===== config.mk =====
export PLATFORM = sky130hd
export DESIGN_NAME = ahb_cmd_master
export DESIGN_NICKNAME = d
export VERILOG_FILES = /design/src/rtl/ahb_pkg.sv /design/src/rtl/sync_fifo.sv /design/src/rtl/ahb_cmd_master.sv
export SDC_FILE = /design/constraint.sdc
export NUM_CORES = 1
export LEC_CHECK = 0
export BUFFER_PORTS_ARGS = -buffer_cell sky130_fd_sc_hd__buf_4
export CORE_UTILIZATION = 35
export DETAILED_ROUTE_END_ITERATION = 6
export RECOVER_POWER = 25
export SLEW_MARGIN = 0
export SYNTH_ARGS = -nofsm -noshare
export SYNTH_HDL_FRONTEND = slang
export SYNTH_SLANG_ARGS = --single-unit

===== constraint.sdc =====
create_clock -name HCLK -period 5.6 [get_ports HCLK]
set_clock_uncertainty 0.1 [all_clocks]
set_input_delay 0.28 -clock HCLK [delete_from_list [all_inputs] [get_ports HCLK]]
set_output_delay 0.28 -clock HCLK [all_outputs]
set_load 0.03 [all_outputs]

===== src/rtl/ahb_pkg.sv =====
// Shared AHB-Lite encodings, command/response records and lane helpers
// used by the command master and its FIFOs.
package ahb_pkg;

  typedef enum logic [1:0] {
    HTRANS_IDLE   = 2'b00,
    HTRANS_NONSEQ = 2'b10
  } htrans_e;

  localparam logic [2:0] HSIZE_BYTE = 3'b000;
  localparam logic [2:0] HSIZE_HALF = 3'b001;
  localparam logic [2:0] HSIZE_WORD = 3'b010;

  typedef struct packed {
    logic        write;
    logic [2:0]  size;
    logic [31:0] addr;
    logic [31:0] wdata;
  } cmd_t;

  typedef struct packed {
    logic        err;
    logic [31:0] rdata;
  } rsp_t;

  function automatic logic size_ok(input logic [2:0] size, input logic [1:0] off);
    case (size)
      HSIZE_BYTE: size_ok = 1'b1;
      HSIZE_HALF: size_ok = ~off[0];
      HSIZE_WORD: size_ok = (off == 2'b00);
      default:    size_ok = 1'b0;
    endcase
  endfunction

  // Right-justified data onto its byte lanes.
  function automatic logic [31:0] lane_shift(input logic [31:0] data, input logic [2:0] size,
                                             input logic [1:0] off);
    case (size)
      HSIZE_BYTE: lane_shift = {24'd0, data[7:0]} << {off, 3'b000};
      HSIZE_HALF: lane_shift = {16'd0, data[15:0]} << {off[1], 4'b0000};
      default:    lane_shift = data;
    endcase
  endfunction

  // Byte lanes back to right-justified, zero-extended data.
  function automatic logic [31:0] lane_extract(input logic [31:0] data, input logic [2:0] size,
                                               input logic [1:0] off);
    case (size)
      HSIZE_BYTE: lane_extract = (data >> {off, 3'b000}) & 32'h0000_00FF;
      HSIZE_HALF: lane_extract = (data >> {off[1], 4'b0000}) & 32'h0000_FFFF;
      default:    lane_extract = data;
    endcase
  endfunction

endpackage


===== src/rtl/sync_fifo.sv =====
// Single-clock FIFO with asynchronous read of the head entry.
// Callers never push when full nor pop when empty; count tells them which.
module sync_fifo #(
  parameter int DATA_W = 8,
  parameter int DEPTH  = 4,
  localparam int AW    = (DEPTH > 1) ? $clog2(DEPTH) : 1,
  localparam int CW    = $clog2(DEPTH + 1)
) (
  input  logic              clk,
  input  logic              rst,
  input  logic              push,
  input  logic [DATA_W-1:0] wdata,
  input  logic              pop,
  output logic [DATA_W-1:0] rdata,
  output logic [CW-1:0]     count
);

  logic [DATA_W-1:0] mem [DEPTH];
  logic [AW-1:0]     wr_ptr;
  logic [AW-1:0]     rd_ptr;

  function automatic logic [AW-1:0] ptr_next(input logic [AW-1:0] p);
    ptr_next = (p == AW'(DEPTH - 1)) ? '0 : p + 1'b1;
  endfunction

  always_ff @(posedge clk or posedge rst) begin
    if (rst) begin
      wr_ptr <= '0;
      rd_ptr <= '0;
      count  <= '0;
    end else begin
      if (push) wr_ptr <= ptr_next(wr_ptr);
      if (pop)  rd_ptr <= ptr_next(rd_ptr);
      case ({push, pop})
        2'b10:   count <= count + 1'b1;
        2'b01:   count <= count - 1'b1;
        default: count <= count;
      endcase
    end
  end

  always_ff @(posedge clk) begin
    if (push) mem[wr_ptr] <= wdata;
  end

  assign rdata = mem[rd_ptr];

endmodule


===== src/rtl/ahb_cmd_master.sv =====
// AHB-Lite master turning queued byte/half/word commands into pipelined NONSEQ
// transfers with in-order responses. Define AHB_CMD_MASTER_HRESP_EN to add HRESP.
module ahb_cmd_master
  import ahb_pkg::*;
#(
  parameter int CMD_DEPTH = 4,
  parameter int RSP_DEPTH = 2
) (
  input  logic        HCLK,
  input  logic        HRESET,
  input  logic        cmd_valid,
  output logic        cmd_ready,
  input  logic        cmd_write,
  input  logic [2:0]  cmd_size,
  input  logic [31:0] cmd_addr,
  input  logic [31:0] cmd_wdata,
  output logic        rsp_valid,
  input  logic        rsp_ready,
  output logic [31:0] rsp_rdata,
  output logic        rsp_err,
  output logic [31:0] HADDR,
  output logic [1:0]  HTRANS,
  output logic [2:0]  HSIZE,
  output logic        HWRITE,
  output logic [31:0] HWDATA,
  input  logic [31:0] HRDATA,
`ifdef AHB_CMD_MASTER_HRESP_EN
  input  logic        HRESP,
`endif
  input  logic        HREADY
);

  localparam int CCW = $clog2(CMD_DEPTH + 1);
  localparam int RCW = $clog2(RSP_DEPTH + 1);

  cmd_t           cmd_in, head;
  rsp_t           rsp_in, rsp_head;
  logic [CCW-1:0] cmd_cnt;
  logic [RCW-1:0] rsp_cnt;
  logic           rdy_en;
  logic           cmd_push, cmd_pop, head_vld, head_ok;
  logic           rsp_push, rsp_pop, room, can_issue, issue, err_pop, dp_done;
  logic           dp_err, err_block;
  logic [31:0]    rsp_occ;

  logic [31:0]    haddr_p0;
  logic [2:0]     hsize_p0;
  logic           hwrite_p0;
  logic           vld_p1;
  logic           write_p1;
  logic [2:0]     size_p1;
  logic [1:0]     off_p1;
  logic [31:0]    hwdata_p1;

  assign cmd_in    = '{write: cmd_write, size: cmd_size, addr: cmd_addr, wdata: cmd_wdata};
  assign cmd_ready = rdy_en & (cmd_cnt != CCW'(CMD_DEPTH));
  assign cmd_push  = cmd_valid & cmd_ready;
  assign head_vld  = (cmd_cnt != '0);
  assign head_ok   = size_ok(head.size, head.addr[1:0]);

  sync_fifo #(.DATA_W($bits(cmd_t)), .DEPTH(CMD_DEPTH)) u_cmd_fifo (
    .clk(HCLK), .rst(HRESET), .push(cmd_push), .wdata(cmd_in),
    .pop(cmd_pop), .rdata(head), .count(cmd_cnt)
  );

`ifdef AHB_CMD_MASTER_HRESP_EN
  logic err2_q;

  // Second ERROR cycle: bus forced IDLE so the pipelined head is cancelled.
  always_ff @(posedge HCLK or posedge HRESET) begin
    if (HRESET) err2_q <= 1'b0;
    else        err2_q <= vld_p1 & HRESP & ~HREADY;
  end

  assign err_block = err2_q;
  assign dp_err    = HRESP;
`else
  assign err_block = 1'b0;
  assign dp_err    = 1'b0;
`endif

  // A response slot is owed to every transfer in its data phase; a response
  // leaving this cycle frees its slot in time for back-to-back issue.
  assign rsp_occ   = 32'(rsp_cnt) + 32'(vld_p1) - 32'(rsp_pop);
  assign room      = rsp_occ < 32'(RSP_DEPTH);
  assign can_issue = head_vld & head_ok & room & ~err_block;
  assign issue     = can_issue & HREADY;
  assign err_pop   = head_vld & ~head_ok & ~vld_p1 & room;
  assign cmd_pop   = issue | err_pop;
  assign dp_done   = vld_p1 & HREADY;

  // ---- address phase (p0): driven straight from the FIFO head ----
  assign HTRANS = can_issue ? HTRANS_NONSEQ : HTRANS_IDLE;
  assign HADDR  = can_issue ? head.addr  : haddr_p0;
  assign HSIZE  = can_issue ? head.size  : hsize_p0;
  assign HWRITE = can_issue ? head.write : hwrite_p0;
  assign HWDATA = hwdata_p1;

  always_ff @(posedge HCLK or posedge HRESET) begin
    if (HRESET) begin
      rdy_en    <= 1'b0;
      vld_p1    <= 1'b0;
      haddr_p0  <= '0;
      hsize_p0  <= '0;
      hwrite_p0 <= 1'b0;
      hwdata_p1 <= '0;
    end else begin
      rdy_en <= 1'b1;
      if (issue) begin
        vld_p1    <= 1'b1;
        haddr_p0  <= head.addr;
        hsize_p0  <= head.size;
        hwrite_p0 <= head.write;
        if (head.write) hwdata_p1 <= lane_shift(head.wdata, head.size, head.addr[1:0]);
      end else if (dp_done) begin
        vld_p1 <= 1'b0;
      end
    end
  end

  // ---- data phase (p1): lane information for read capture ----
  always_ff @(posedge HCLK) begin
    if (issue) begin
      write_p1 <= head.write;
      size_p1  <= head.size;
      off_p1   <= head.addr[1:0];
    end
  end

  always_comb begin
    rsp_in = '{err: 1'b1, rdata: 32'd0};
    if (!err_pop) begin
      rsp_in.err   = dp_err;
      rsp_in.rdata = (write_p1 || dp_err) ? 32'd0 : lane_extract(HRDATA, size_p1, off_p1);
    end
  end

  assign rsp_push = dp_done | err_pop;
  assign rsp_pop  = rsp_valid & rsp_ready;

  sync_fifo #(.DATA_W($bits(rsp_t)), .DEPTH(RSP_DEPTH)) u_rsp_fifo (
    .clk(HCLK), .rst(HRESET), .push(rsp_push), .wdata(rsp_in),
    .pop(rsp_pop), .rdata(rsp_head), .count(rsp_cnt)
  );

  assign rsp_valid = (rsp_cnt != '0);
  assign rsp_rdata = rsp_valid ? rsp_head.rdata : 32'd0;
  assign rsp_err   = rsp_valid & rsp_head.err;

endmodule


* Word level (Yosys, flattened, before mapping)
Memory sizes are Yosys's and may differ from the RTL's. Cells that the tools add are included.
Word-level totals: memory bits (writable) 338, bits of input ports 105, bits in registers 87, memories 2
Memories:
- u_cmd_fifo.mem | words 4, width 68, rd ports 1, clocked after Yosys merged registers in 0, write ports 1, line sync_fifo.sv:18 | logic [DATA_W-1:0] mem [DEPTH];
- u_rsp_fifo.mem | words 2, width 33, rd ports 1, clocked after Yosys merged registers in 0, write ports 1, line sync_fifo.sv:18
Operators by class: add/subtract/negate cells 10, equality and inequality tests 10, reductions and logical operators 9, shifts and indexed selects 4, muxes and demuxes 22, bitwise operators 16, magnitude comparators 1
Operators by type and width (count):
- 32-bit case mux with 2 select lines | 2
- 32-bit 2-to-1 mux | 3
- 33-bit 2-to-1 mux | 1
- 32-bit by 2-bit less-than comparator with 1-bit output (second input constant) | 1
- 16-bit by 5-bit left shift with 32-bit output | 1
- 8-bit by 5-bit left shift with 32-bit output | 1
- 32-bit by 5-bit right shift with 16-bit output | 1
- 32-bit by 5-bit right shift with 8-bit output | 1
- 1-bit AND | 11
- 1-bit 2-to-1 mux | 9
- 2-bit equality test (second input constant) | 4
- 2-bit nonzero test | 4
- 2-bit by 1-bit adder with 2-bit output (second input constant) | 3
- 3-bit by 1-bit equality test with 1-bit output (second input constant) | 2
- 3-bit zero test | 2
- 2-bit 2-to-1 mux | 3
- 3-bit case mux with 2 select lines | 1
- 2-bit by 1-bit equality test with 1-bit output (second input constant) | 2
- 2-bit case mux with 2 select lines | 1
- 3-bit by 1-bit subtractor with 4-bit output | 1
- 2-bit by 1-bit adder with 3-bit output | 1
- 3-bit by 1-bit adder with 3-bit output (second input constant) | 1
- 3-bit by 2-bit equality test with 1-bit output (second input constant) | 1
- 3-bit 2-to-1 mux | 1
- other kinds (10) | 14

* Logic depth before layout (Yosys ltp)
An unclocked memory read counts as a cell.
depth in word-level cells 10, gate-level depth with buffers 13

* Cells and area by module
Synthesis repeated with hierarchy kept, for this count alone.
Second synthesis, totals: cells, all modules 966, area total of the unflattened synthesis 17718.2 um^2
By module, submodules not included:
- sync_fifo at u_cmd_fifo | cells each 393, times used 1, area an instance 10228.6 um^2
- ahb_cmd_master | cells each 455, times used 1, area an instance 4778.3 um^2
- sync_fifo at u_rsp_fifo | cells each 118, times used 1, area an instance 2711.4 um^2

* Worst setup path before layout
No wires, ideal clock.
path type register to register, start point register u_rsp_fifo.count[0], end point memory u_rsp_fifo.mem[1][0] (netlist bit), enable pin, slack 1.299 ns, clock period less this slack 4.301 ns, data arrival time 3.774 ns, required time 5.073 ns, setup time 0.427 ns, cell stages (with the launch flop) 8, path buffers 0, cell sequence dfrtp_1 -> nand3b_1 -> a21boi_0 -> fa_1 -> or3_1 -> nor4_1 -> a21oi_1 -> nor2b_1
On the way: longest elaborated chain between the ends 8, elaborated cells on any way between the ends 9, classes of those cells add/sub: 2; order compare: 1; mux: 2; bitwise: 3; reduce/logical: 1
RTL lines:
- start: declaration | line sync_fifo.sv:15 | output logic [CW-1:0] count
- start signal: assignment | line sync_fifo.sv:35 | 2'b10: count <= count + 1'b1;
- start signal: assignment | line sync_fifo.sv:36 | 2'b01: count <= count - 1'b1;
- start signal: assignment | line sync_fifo.sv:37 | default: count <= count;
- parallel branches: the longest is 2 deep, another holds 2-bit by 1-bit adder with 3-bit output
- 3-bit by 1-bit subtractor with 4-bit output (*) | line ahb_cmd_master.sv:84 | assign rsp_occ = 32'(rsp_cnt) + 32'(vld_p1) - 32'(rsp_pop);
- 32-bit by 2-bit less-than comparator with 1-bit output (*) | line ahb_cmd_master.sv:85 | assign room = rsp_occ < 32'(RSP_DEPTH);
- 1-bit AND (*) | line ahb_cmd_master.sv:88 | assign err_pop = head_vld & ~head_ok & ~vld_p1 & room;
- net err_pop | line ahb_cmd_master.sv:42 | logic rsp_push, rsp_pop, room, can_issue, issue, err_pop, dp_done;
- 1-bit OR (*) | line ahb_cmd_master.sv:138 | assign rsp_push = dp_done | err_pop;
- 1-bit 2-to-1 mux (*) | line sync_fifo.sv:43 | if (push) mem[wr_ptr] <= wdata;
- 1-bit 2-to-1 mux (not written as such) (*) | line sync_fifo.sv:43
- end: declaration | line sync_fifo.sv:18
Mark *: on every way through the listed nets, which the timed path passes.

==> results.md <==
- Critical Path RT: roughly 5200 ps
- CTS root buffer: clkbuf_16
- Synth async-reset ratio: 19.1%
- Detailed placer's ending HPWL: 25,000 um
- Residual antenna-violating net count after detailed routing: 0
- Max-Cap Viols: 0
- First drt pass iteration count: 5
- Hold violation total from the final report: 0
- Critical-path cell list: buf_4 -> mux4_2 -> a21o_1 -> a21o_2 -> buf_4 -> mux2_2 -> buf_4
- Setup fix buffers added after clock tree synthesis: 0
- Layout overhead on the synthesized area: 26.0%
- Pin count of the biggest net entering global routing: 51
- Primary flip-flop cell chosen by synthesis mapping: edfxtp_1
- Height of the chip: between 200 and 250 um
- Via total after detailed routing: ~9,500
- Least-Margin Pin Slew: 1030 ps
- H-Tree Level Count: 2
- Ratio of cells with drive above 1 in the final layout: about a third
- Effective utilization at floorplan: 35.5%
- Least setup slack across all paths after layout: roughly 1200 ps
- Number of library cell types mapped by synthesis: 43
- Post-CTS clock slew at the launch and capture registers of the worst setup and hold paths: 70 ps
- Gate count of the mapped netlist: roughly 940
- Min Clock Period, post-route: between 4000 and 5000 ps
- Drt total wl: 40,000 um
- Most used cells in the layout excluding fill and tap cells: edfxtp_1 (344), buf_4 (162), dlygate4sd3_1 (89)
- Critical Path Most Common Cell: buf_4
- Clk buf depth: 3
- I/O Buffers: 208
- TritonCTS Sinks: 425
- Net switching power of the design: between 0.004 and 0.005 W
- Grt ovf: 0
- Crit path arrival time: 3990 ps
- Peak VDD IR: between 0.0003 and 0.0004 V
- Via count of the first global-routing pass: 10,200
- Leading cell type in the layout, fill and taps excluded: edfxtp_1
- Slowest cell delay on critical path: approximately 870 ps
- Area of the core: 48,800 sq um
- Switching portion of total power: 35.2%
- Leakage Power: around 8.3 nW
- Classification of the worst setup path: register to output port
- Type of the most critical hold path: input pin to register
- Routability Congestion: around 0.82
- Unrepaired setup endpoints after global routing: false
- Std-Cell Rows: slightly above 80
- Critical path capture point type: output port
- Slowest cell on crit path: dfrtp_4
- Average wire per cell in the routed design: ~21 um
- Peak fanout along the critical path: 38
- Setup-violating endpoint count in the final report: 0
- Initial antenna violation count: 3
- Post-Synthesis Mean Instance Area: 18.4 sq um
- Pre-CTS WS: 1390 ps
- I/O pins: 210
- Placed cell count: ~1,800
- Number of warning messages in the yosys log: 0
- Count of flip-flops with a built-in enable after synthesis: ~340
- Post-synthesis net count: roughly 1,100
- Cell internal pwr: 0.00804 W
- Global-route wire length before repair: between 60,000 and 70,000 um
- Share of total power in combinational logic: approximately 38%
- Insertion delay of the later-clocked pin in the worst-skew pair: 580 ps
- DR DRC count: 0
- Portion of total power attributed to sequential cells: between 30% and 40%
- Drt via density: 4.89
- Startpoint of the lowest-slack register-to-register path: u_cmd_fifo.rd_ptr[0]$_DFFE_PP0P_
- Worst slew margin relative to its limit: between 30% and 40%
- Power per Cell Area: 569 nW/um^2
- CP Launch Point: u_cmd_fifo.rd_ptr[0]$_DFFE_PP0P_
- Setup TNS Final: 0 ps
- Total power of the final layout: approximately 0.012 W
- GRT Resource Usage Total: 16.1%
- Number of nets in the layout: between 1,000 and 1,500
- Part of the Yosys area used for sequential elements: about 71%
- Period Utilization, post-route: around four fifths
- Layout filler cell count: 4,336
- Number of standard cells in the layout, taps in and fillers out: roughly 2,000
- TritonCTS clock tree: done
- Die footprint: between 50,000 and 60,000 sq um
- Fraction of power consumed by the clock network: between 20% and 30%
- Number of instances resized during post-cts repair: 0
- Hold Startpoint: cmd_valid
- Die Wd: approximately 220 um
- Result of the run: completed
- DRC marker count from the first detailed-route iteration: slightly below 800
- Fmax: approximately 0.23 GHz
- Hold buffer count at CTS: 89
- Worst Setup Start Kind: register
- Mapped cell area: 17,300 sq um
- Total CTS buffers: between 40 and 50
- Flip-flop and latch count after synthesis: 425
- Fin. max-slew vios: 0
==> state kept, by name (all words and copies together) (netlist names) <==
signal,cells
u_rsp_fifo.rd_ptr,1
rdy_en,1
vld_p1,1
haddr_p0,32
hsize_p0,3
u_rsp_fifo.count,2
u_rsp_fifo.wr_ptr,1
u_cmd_fifo.count,3
hwrite_p0,1
write_p1,1
u_cmd_fifo.wr_ptr,2
size_p1,3
u_cmd_fifo.mem,272
u_rsp_fifo.mem,66
u_cmd_fifo.rd_ptr,2
HWDATA,32
off_p1,2
==> synthesized netlist by cell type, types with 11 or more instances <==
cell type	number	area, sq um
inv_1	22	82.6
mux2_2	80	901
nor2b_1	11	68.8
o21ai_0	11	55.1
and2_1	20	125
nand2_1	22	82.6
a22oi_1	16	120
edfxtp_1	344	10300
mux2_4	21	315
mux2i_1	42	420
clkbuf_1	30	113
a21o_1	12	90.1
nor2_1	59	221
mux4_2	68	1530
a22o_1	23	201
dfrtp_1	81	2030
==> cells by family after synthesis <==
| logic type | after synthesis | share of synthesized area, % |
|---|---|---|
| AO/OA/AOI/OAI | 81 | 3.60 |
| XOR/XNOR | 9 | 0.455 |
| adder cells (fa/ha/maj) | 9 | 0.737 |
| buffers and inverters | 74 | 1.91 |
| flip-flops | 425 | 71.3 |
| multiplexers | 211 | 18.3 |
| other | 2 | 0.0434 |
| AND/OR/NAND/NOR | 131 | 3.63 |
==> final cells by class <==
type / instances / area, sq um / area share [%]
sequential: 425 / 12400 / 56.6
multi-input combinational: 443 / 4670 / 21.4
timing repair buffer: 313 / 2370 / 10.9
clock buffer: 58 / 1200 / 5.52
tap: 664 / 831 / 3.81
clock inverter: 24 / 303 / 1.39
inverter: 22 / 85.1 / 0.390
antenna: 1 / 2.50 / 0.0115
==> per-stage QoR <==
| stage | cell area, sq um | utilization, % | hold WS, ps |
|---|---|---|---|
| 3_5_place_dp | 19700 | 40.2 | 249 |
| 4_1_cts | 22100 | 45.1 | 6.86 |
| 5_1_grt | 21800 | 44.7 | 24.5 |
| 3_3_place_gp | 19700 | 40.2 | 255 |
| 6_report | 21800 | 44.7 | 42.2 |
| 2_1_floorplan | 17300 | - | 279 |
==> power groups by stage <==
stage          combinational, W  clock [W]  sequential, W
4_1_cts                 0.00478    0.00313        0.00469
3_3_place_gp            0.00466          0        0.00472
5_1_grt                 0.00503    0.00323        0.00476
6_report                0.00469    0.00304        0.00468
2_1_floorplan           0.00314          0        0.00467
3_5_place_dp            0.00471          0        0.00474
==> worst max-delay path: cells and delay by family (launching register included) <==
kind,cells,cell delay [ps]
DFF,1,870
buffers and inverters,3,1020
AOI/OAI and AO/OA,2,410
muxes,2,1050
==> layer usage <==
| layer | track usage [%] | up-vias | wire, um |
|---|---|---|---|
| met5 | 0 | - | 23 |
| met4 | 4.61 | 4 | 721 |
| met3 | 3.64 | 60 | 2490 |
| met2 | 26.7 | 290 | 19500 |
| met1 | 21.0 | 4881 | 17200 |
| li1 | - | 4296 | - |
==> final timing paths <==
path / endpoint / slack, ps / cells after the start
worst min register to register: hwrite_p0$_DFFE_PP0P_ / 380 / 2
max in group asynchronous: HWDATA[31]$_DFFE_PP0P_ / 4050 / 4
worst max-delay path: HADDR[12] / 1230 / 7
worst max register to register: u_rsp_fifo.mem[1][9]$_DFFE_PP_ / 1490 / 7
worst min-delay path: u_cmd_fifo.wr_ptr[0]$_DFFE_PP0P_ / 40 / 3
min in group asynchronous: haddr_p0[20]$_DFFE_PP0P_ / 200 / 3
No activity file was read; power rests on OpenSTA's default activity.
